## config.mk

```make
export PLATFORM = sky130hd
export DESIGN_NAME = nw_traceback
export DESIGN_NICKNAME = d
export VERILOG_FILES = /design/src/rtl/nw_traceback.sv
export SDC_FILE = /design/constraint.sdc
export NUM_CORES = 1
export LEC_CHECK = 0
export ABC_AREA = 1
export CAP_MARGIN = 30
export CORE_MARGIN = 2
export CORE_UTILIZATION = 56
export CTS_BUF_LIST = sky130_fd_sc_hd__clkbuf_16
export CTS_CLUSTER_DIAMETER = 80
export CTS_CLUSTER_SIZE = 8
export DETAILED_ROUTE_END_ITERATION = 16
export GPL_TIMING_DRIVEN = 0
export MAX_ROUTING_LAYER = met4
export PLACE_DENSITY = 0.95
export SYNTH_ARGS = -nofsm -noshare
export SYNTH_HDL_FRONTEND = slang
export SYNTH_SLANG_ARGS = --single-unit
export TNS_END_PERCENT = 30
```

## constraint.sdc

```tcl
create_clock -name clk -period 2.8 [get_ports clk]
set_input_delay 0.42 -clock clk [delete_from_list [all_inputs] [get_ports clk]]
set_output_delay 0.42 -clock clk [all_outputs]
set_load 0.005 [all_outputs]
```

## src/rtl/nw_traceback.sv

```systemverilog
// Needleman-Wunsch traceback engine: walks the direction matrix from
// (len_a, len_b) back to (0,0) and streams one aligned column per step
// in reverse alignment order.
module nw_traceback #(
  parameter int unsigned IDX_W  = 7,
  parameter int unsigned CHAR_W = 2
) (
  input  logic                clk,
  input  logic                rst_n,
  input  logic                start,
  input  logic [IDX_W-1:0]    len_a,
  input  logic [IDX_W-1:0]    len_b,
  output logic                rd_en,
  output logic [IDX_W-1:0]    rd_i,
  output logic [IDX_W-1:0]    rd_j,
  output logic [IDX_W-1:0]    char_a_addr,
  output logic [IDX_W-1:0]    char_b_addr,
  input  logic [2:0]          rd_symbol,
  input  logic [CHAR_W-1:0]   char_a,
  input  logic [CHAR_W-1:0]   char_b,
  output logic                out_valid,
  input  logic                out_ready,
  output logic [CHAR_W-1:0]   out_a,
  output logic                gap_a,
  output logic [CHAR_W-1:0]   out_b,
  output logic                gap_b,
  output logic                busy,
  output logic                done,
  output logic                err,
  output logic [IDX_W:0]      out_count
);

  localparam int unsigned CNT_W = IDX_W + 1;

  localparam logic [2:0] SYM_LEFT = 3'b100;
  localparam logic [2:0] SYM_UP   = 3'b010;
  localparam logic [2:0] SYM_DIAG = 3'b001;

  typedef enum logic [2:0] {
    S_IDLE,
    S_READ,
    S_WAIT,
    S_EMIT,
    S_DONE
  } state_e;

  state_e              state_q;
  logic [IDX_W-1:0]    i_q, j_q;
  logic [IDX_W-1:0]    ca_q, cb_q;
  logic [2:0]          mv_q;
  logic                rd_en_q;
  logic                out_valid_q;
  logic [CHAR_W-1:0]   out_a_q, out_b_q;
  logic                gap_a_q, gap_b_q;
  logic                busy_q, done_q, err_q;
  logic [CNT_W-1:0]    cnt_q;

  logic [2:0]          move_d;
  logic                legal_d;
  logic [IDX_W-1:0]    i_d, j_d;

  // Character RAM address for a 1-based index: one below it, clamped at 0.
  function automatic logic [IDX_W-1:0] prev_addr(input logic [IDX_W-1:0] x);
    return (x == '0) ? '0 : x - IDX_W'(1);
  endfunction

  // Move decode (edge cells force the move) and post-transfer indices.
  always_comb begin
    move_d  = rd_symbol;
    if (i_q == '0) begin
      move_d = SYM_LEFT;
    end else if (j_q == '0) begin
      move_d = SYM_UP;
    end
    legal_d = (move_d == SYM_LEFT) || (move_d == SYM_UP) || (move_d == SYM_DIAG);
    i_d     = i_q;
    j_d     = j_q;
    if ((mv_q == SYM_DIAG) || (mv_q == SYM_UP)) begin
      i_d = i_q - IDX_W'(1);
    end
    if ((mv_q == SYM_DIAG) || (mv_q == SYM_LEFT)) begin
      j_d = j_q - IDX_W'(1);
    end
  end

  // Traceback state machine with registered outputs.
  always_ff @(posedge clk or negedge rst_n) begin
    if (!rst_n) begin
      state_q     <= S_IDLE;
      i_q         <= '0;
      j_q         <= '0;
      ca_q        <= '0;
      cb_q        <= '0;
      mv_q        <= '0;
      rd_en_q     <= 1'b0;
      out_valid_q <= 1'b0;
      out_a_q     <= '0;
      out_b_q     <= '0;
      gap_a_q     <= 1'b0;
      gap_b_q     <= 1'b0;
      busy_q      <= 1'b0;
      done_q      <= 1'b0;
      err_q       <= 1'b0;
      cnt_q       <= '0;
    end else begin
      rd_en_q <= 1'b0;
      done_q  <= 1'b0;
      case (state_q)
        S_IDLE: begin
          if (start) begin
            i_q    <= len_a;
            j_q    <= len_b;
            ca_q   <= prev_addr(len_a);
            cb_q   <= prev_addr(len_b);
            err_q  <= 1'b0;
            cnt_q  <= '0;
            busy_q <= 1'b1;
            if ((len_a == '0) && (len_b == '0)) begin
              done_q  <= 1'b1;
              state_q <= S_DONE;
            end else begin
              rd_en_q <= 1'b1;
              state_q <= S_READ;
            end
          end
        end
        S_READ: begin
          state_q <= S_WAIT;
        end
        S_WAIT: begin
          if (!legal_d) begin
            err_q   <= 1'b1;
            done_q  <= 1'b1;
            state_q <= S_DONE;
          end else begin
            mv_q        <= move_d;
            out_valid_q <= 1'b1;
            out_a_q     <= (move_d == SYM_LEFT) ? '0 : char_a;
            gap_a_q     <= (move_d == SYM_LEFT);
            out_b_q     <= (move_d == SYM_UP) ? '0 : char_b;
            gap_b_q     <= (move_d == SYM_UP);
            state_q     <= S_EMIT;
          end
        end
        S_EMIT: begin
          if (out_ready) begin
            out_valid_q <= 1'b0;
            cnt_q       <= cnt_q + CNT_W'(1);
            i_q         <= i_d;
            j_q         <= j_d;
            ca_q        <= prev_addr(i_d);
            cb_q        <= prev_addr(j_d);
            if ((i_d == '0) && (j_d == '0)) begin
              done_q  <= 1'b1;
              state_q <= S_DONE;
            end else begin
              rd_en_q <= 1'b1;
              state_q <= S_READ;
            end
          end
        end
        S_DONE: begin
          busy_q  <= 1'b0;
          state_q <= S_IDLE;
        end
        default: begin
          state_q <= S_IDLE;
        end
      endcase
    end
  end

  assign rd_en       = rd_en_q;
  assign rd_i        = i_q;
  assign rd_j        = j_q;
  assign char_a_addr = ca_q;
  assign char_b_addr = cb_q;
  assign out_valid   = out_valid_q;
  assign out_a       = out_a_q;
  assign gap_a       = gap_a_q;
  assign out_b       = out_b_q;
  assign gap_b       = gap_b_q;
  assign busy        = busy_q;
  assign done        = done_q;
  assign err         = err_q;
  assign out_count   = cnt_q;

endmodule

```

==> flow_summary.yaml <==
yosys:
  yosys-top-cells-count: "nand2_1, nor2_1, dfrtp_1, inv_1, a21oi_1"
  synth-edff-count: 0
  synthTopCellsByArea: "dfrtp_1, nand2_1, nor2_1"
  yosys_warnings: 0
  netlist_area_sq_um: 3505
  synth_seq_area_share: 0.3784
  synth_cell_types: 44
  synth_top_cell_area_share: 0.3784
  synth_cells: 472
  ys.flop_type: "dfrtp_1"
  yosysMostFrequentCell: "nand2_1"
  synth_top_cell_by_area: "dfrtp_1"
  async_flop_share: 1.000
  synth_seq_cells: 53
  syn_nets: 508
  syn_area_per_cell_sq_um: 7.425
placed_design:
  io_buffers: 71
  dpl_worst_slack_ps: 379.2
  place_hpwl_mm: 7.267
  placed_area_sq_um: 4324
  gp_congestion: 0.9439
  dp.cells: 619
global_route:
  grtUsageMet2: 0.4809
  overflow: 0
  grt_max_degree: 34
  grt_busiest_layer: "met2"
  grtUsageTotal: 0.2897
  grt_use_met1: 0.3597
  first_global_vias: 3562
  antenna_found_initial: 0
  use_met3: 0.05169
  grt_pass1_wl_mm: 15.93
cts:
  cts-root-buf: "clkbuf_16"
  post_cts_buffers: 0
  htree_num_levels: 2
  cts_max_path_buffers: 2
  clock-sinks: 53
  numCtsBuffers: 5
  cts_resized: 0
  path_clk_slew_ps: 70
  cts_tree: "built"
  hold_buffers: 0
  clock_latency_ps: 300
layout:
  drive_gt1_frac: 0.1178
  n_fill_cell: 450
  finalNonFillerCells: 627
  syn_to_final_growth_pct: 27.67
  stdcell_area_sq_um: 4474
  num-nets-final: 587
  diodes: 0
worst_setup_path:
  cp-start-kind: "flip-flop"
  worstPathMaxFanout: 10
  cpMostUsedCell: "nand3_1"
  max_stage_delay_ps: 420
  reg2reg_to: "mv_q[0]$_DFFE_PN0P_"
  setup.worst_path.class: "reg -> reg"
  worst_setup_path_end_kind: "flip-flop"
  required_ps: 3010
  reg2reg_depth: 11
  reg2reg_slack_ps: 580
  r2r_start: "rd_i[0]$_DFFE_PN0P_"
  critPathArrivalTime_ps: 2430
  path_buf_inv: 3
  cp_slowest_cell: "dfrtp_1"
  cp_top_family: "simple AND/OR/NAND/NOR gates"
  path_cells: "inv_1, ha_1, inv_1, nor2_1, nand3_1, nand3_1, nand3_1, nand3_1, nand2_2, buf_6, o21ai_0"
drt:
  routedWlPerCell_um: 15.55
  dr.pass1.iters: 5
  drcViolationCount: 0
  viasPerCell: 5.697
  drt-total-wl_mm: 9.750
  vias: 3572
  drtIter0Drc: 274
  ant_nets: 0
min_path:
  hold_class: "in -> async"
timing:
  hold_viol_final: 0
  period_share: 0.7930
  worst_slew_pin_slew_ps: 625.7
  rsz0062_at_grt: "no"
  drv_slew: 0
  fin_ws_ps: 579.6
  setup_viol: 0
  fmax_ghz: 0.4504
  min_period_ps: 2220
  slew_headroom: 0.5829
  skew_ps: 5.258
floorplanning:
  rows: 28
  coreArea_sq_um: 5991
  fp.dieH_um: 83.11
  start_util: 0.5850
  fp.dieArea_sq_um: 6907
  die_w_um: 83.11
  ios: 72
flow_run:
  cap_violations: 0
outcome:
  status: "finished, final reports clean"
power_and_ir_drop:
  irDropWorstVdd_v: 0.0006016
  total_power_uw: 4899
  pwr_density_cell_nw_per_um2: 1095
  p_leak_uw: 0.002097
[layout by cell type (no fill, tap or decap), drive strengths merged, types with 2 or more instances in the layout]
cell type / instances
a21oi: 34
xnor2: 3
buf: 12
dfrtp: 53
a22oi: 2
nor3: 9
o21ai: 29
o22ai: 8
nand2: 120
nand3: 32
nand4: 10
clkdlybuf4s50: 70
or2: 2
inv: 59
a31oi: 4
ha: 11
nand3b: 2
clkbuf: 7
nor2: 68
xor2: 6
[report_power, final]
part	switching, uW	internal [uW]	total, uW
clock network	307	339	646
logic	1650	1230	2880
registers	281	1100	1380
total	2230	2670	4900
[registers in the layout, summed over array words and instances (netlist names), 2 cells and up]
| name | flops |
|---|---|
| char_a_addr | 7 |
| char_b_addr | 7 |
| mv_q | 3 |
| out_a | 2 |
| out_b | 2 |
| out_count | 8 |
| rd_i | 7 |
| rd_j | 7 |
| state_q | 3 |
[per-layer routing]
metal,vias to the layer above,part of all wire
li1,1701,-
met1,1673,0.42
met2,171,0.49
met3,27,0.074
met4,0,0.023
met5,-,0
[cell type report]
cell class	count	area [sq um]	share of cell area
inverters	57	214.0	0.04782
multi-input cells	350	1888	0.4220
flip-flops and latches	53	1326	0.2964
repair buffers	72	725.7	0.1622
clock inverters	3	25.02	0.005593
clock buffers	5	125.1	0.02796
well taps	75	93.84	0.02097
plain buffers	12	76.32	0.01706
[per-stage QoR]
stage | util | TNS, ps | hold slack [ps]
after floorplan | - | 0 | 124.4
after global placement | 0.7193 | -12960 | 450.5
after detailed placement | 0.7218 | 0 | 414.0
after CTS | 0.7469 | 0 | 96.72
after global routing | 0.7469 | 0 | 114.2
final | 0.7469 | 0 | 82.93
[cells by family after synthesis]
logic type               after synthesis  share of synthesized area
adder cells (fa/ha/maj)               11                    0.03927
flip-flops                            53                     0.3784
AND/OR/NAND/NOR                      245                     0.3363
AO/OA/AOI/OAI                         84                     0.1378
buffers and inverters                 69                    0.08283
XOR/XNOR                               9                    0.02249
multiplexers                           1                   0.002856
[how the worst max path moves through the flow]
stage	end	depth (start not counted)	slack [ps]	from
2_1_floorplan	char_b_addr[4]$_DFFE_PN0P_	10	1010	rd_j[0]$_DFFE_PN0P_
3_3_place_gp	rd_i[5]$_DFFE_PN0P_	1	-250	rst_n
3_5_place_dp	state_q[0]$_DFFE_PN0P_	10	380	len_a[0]
4_1_cts	mv_q[0]$_DFFE_PN0P_	11	620	rd_i[0]$_DFFE_PN0P_
5_1_grt	out_b[1]$_DFFE_PN0P_	14	410	rd_i[0]$_DFFE_PN0P_
6_report	mv_q[0]$_DFFE_PN0P_	11	580	rd_i[0]$_DFFE_PN0P_
Power figures use the tool's default switching activity.
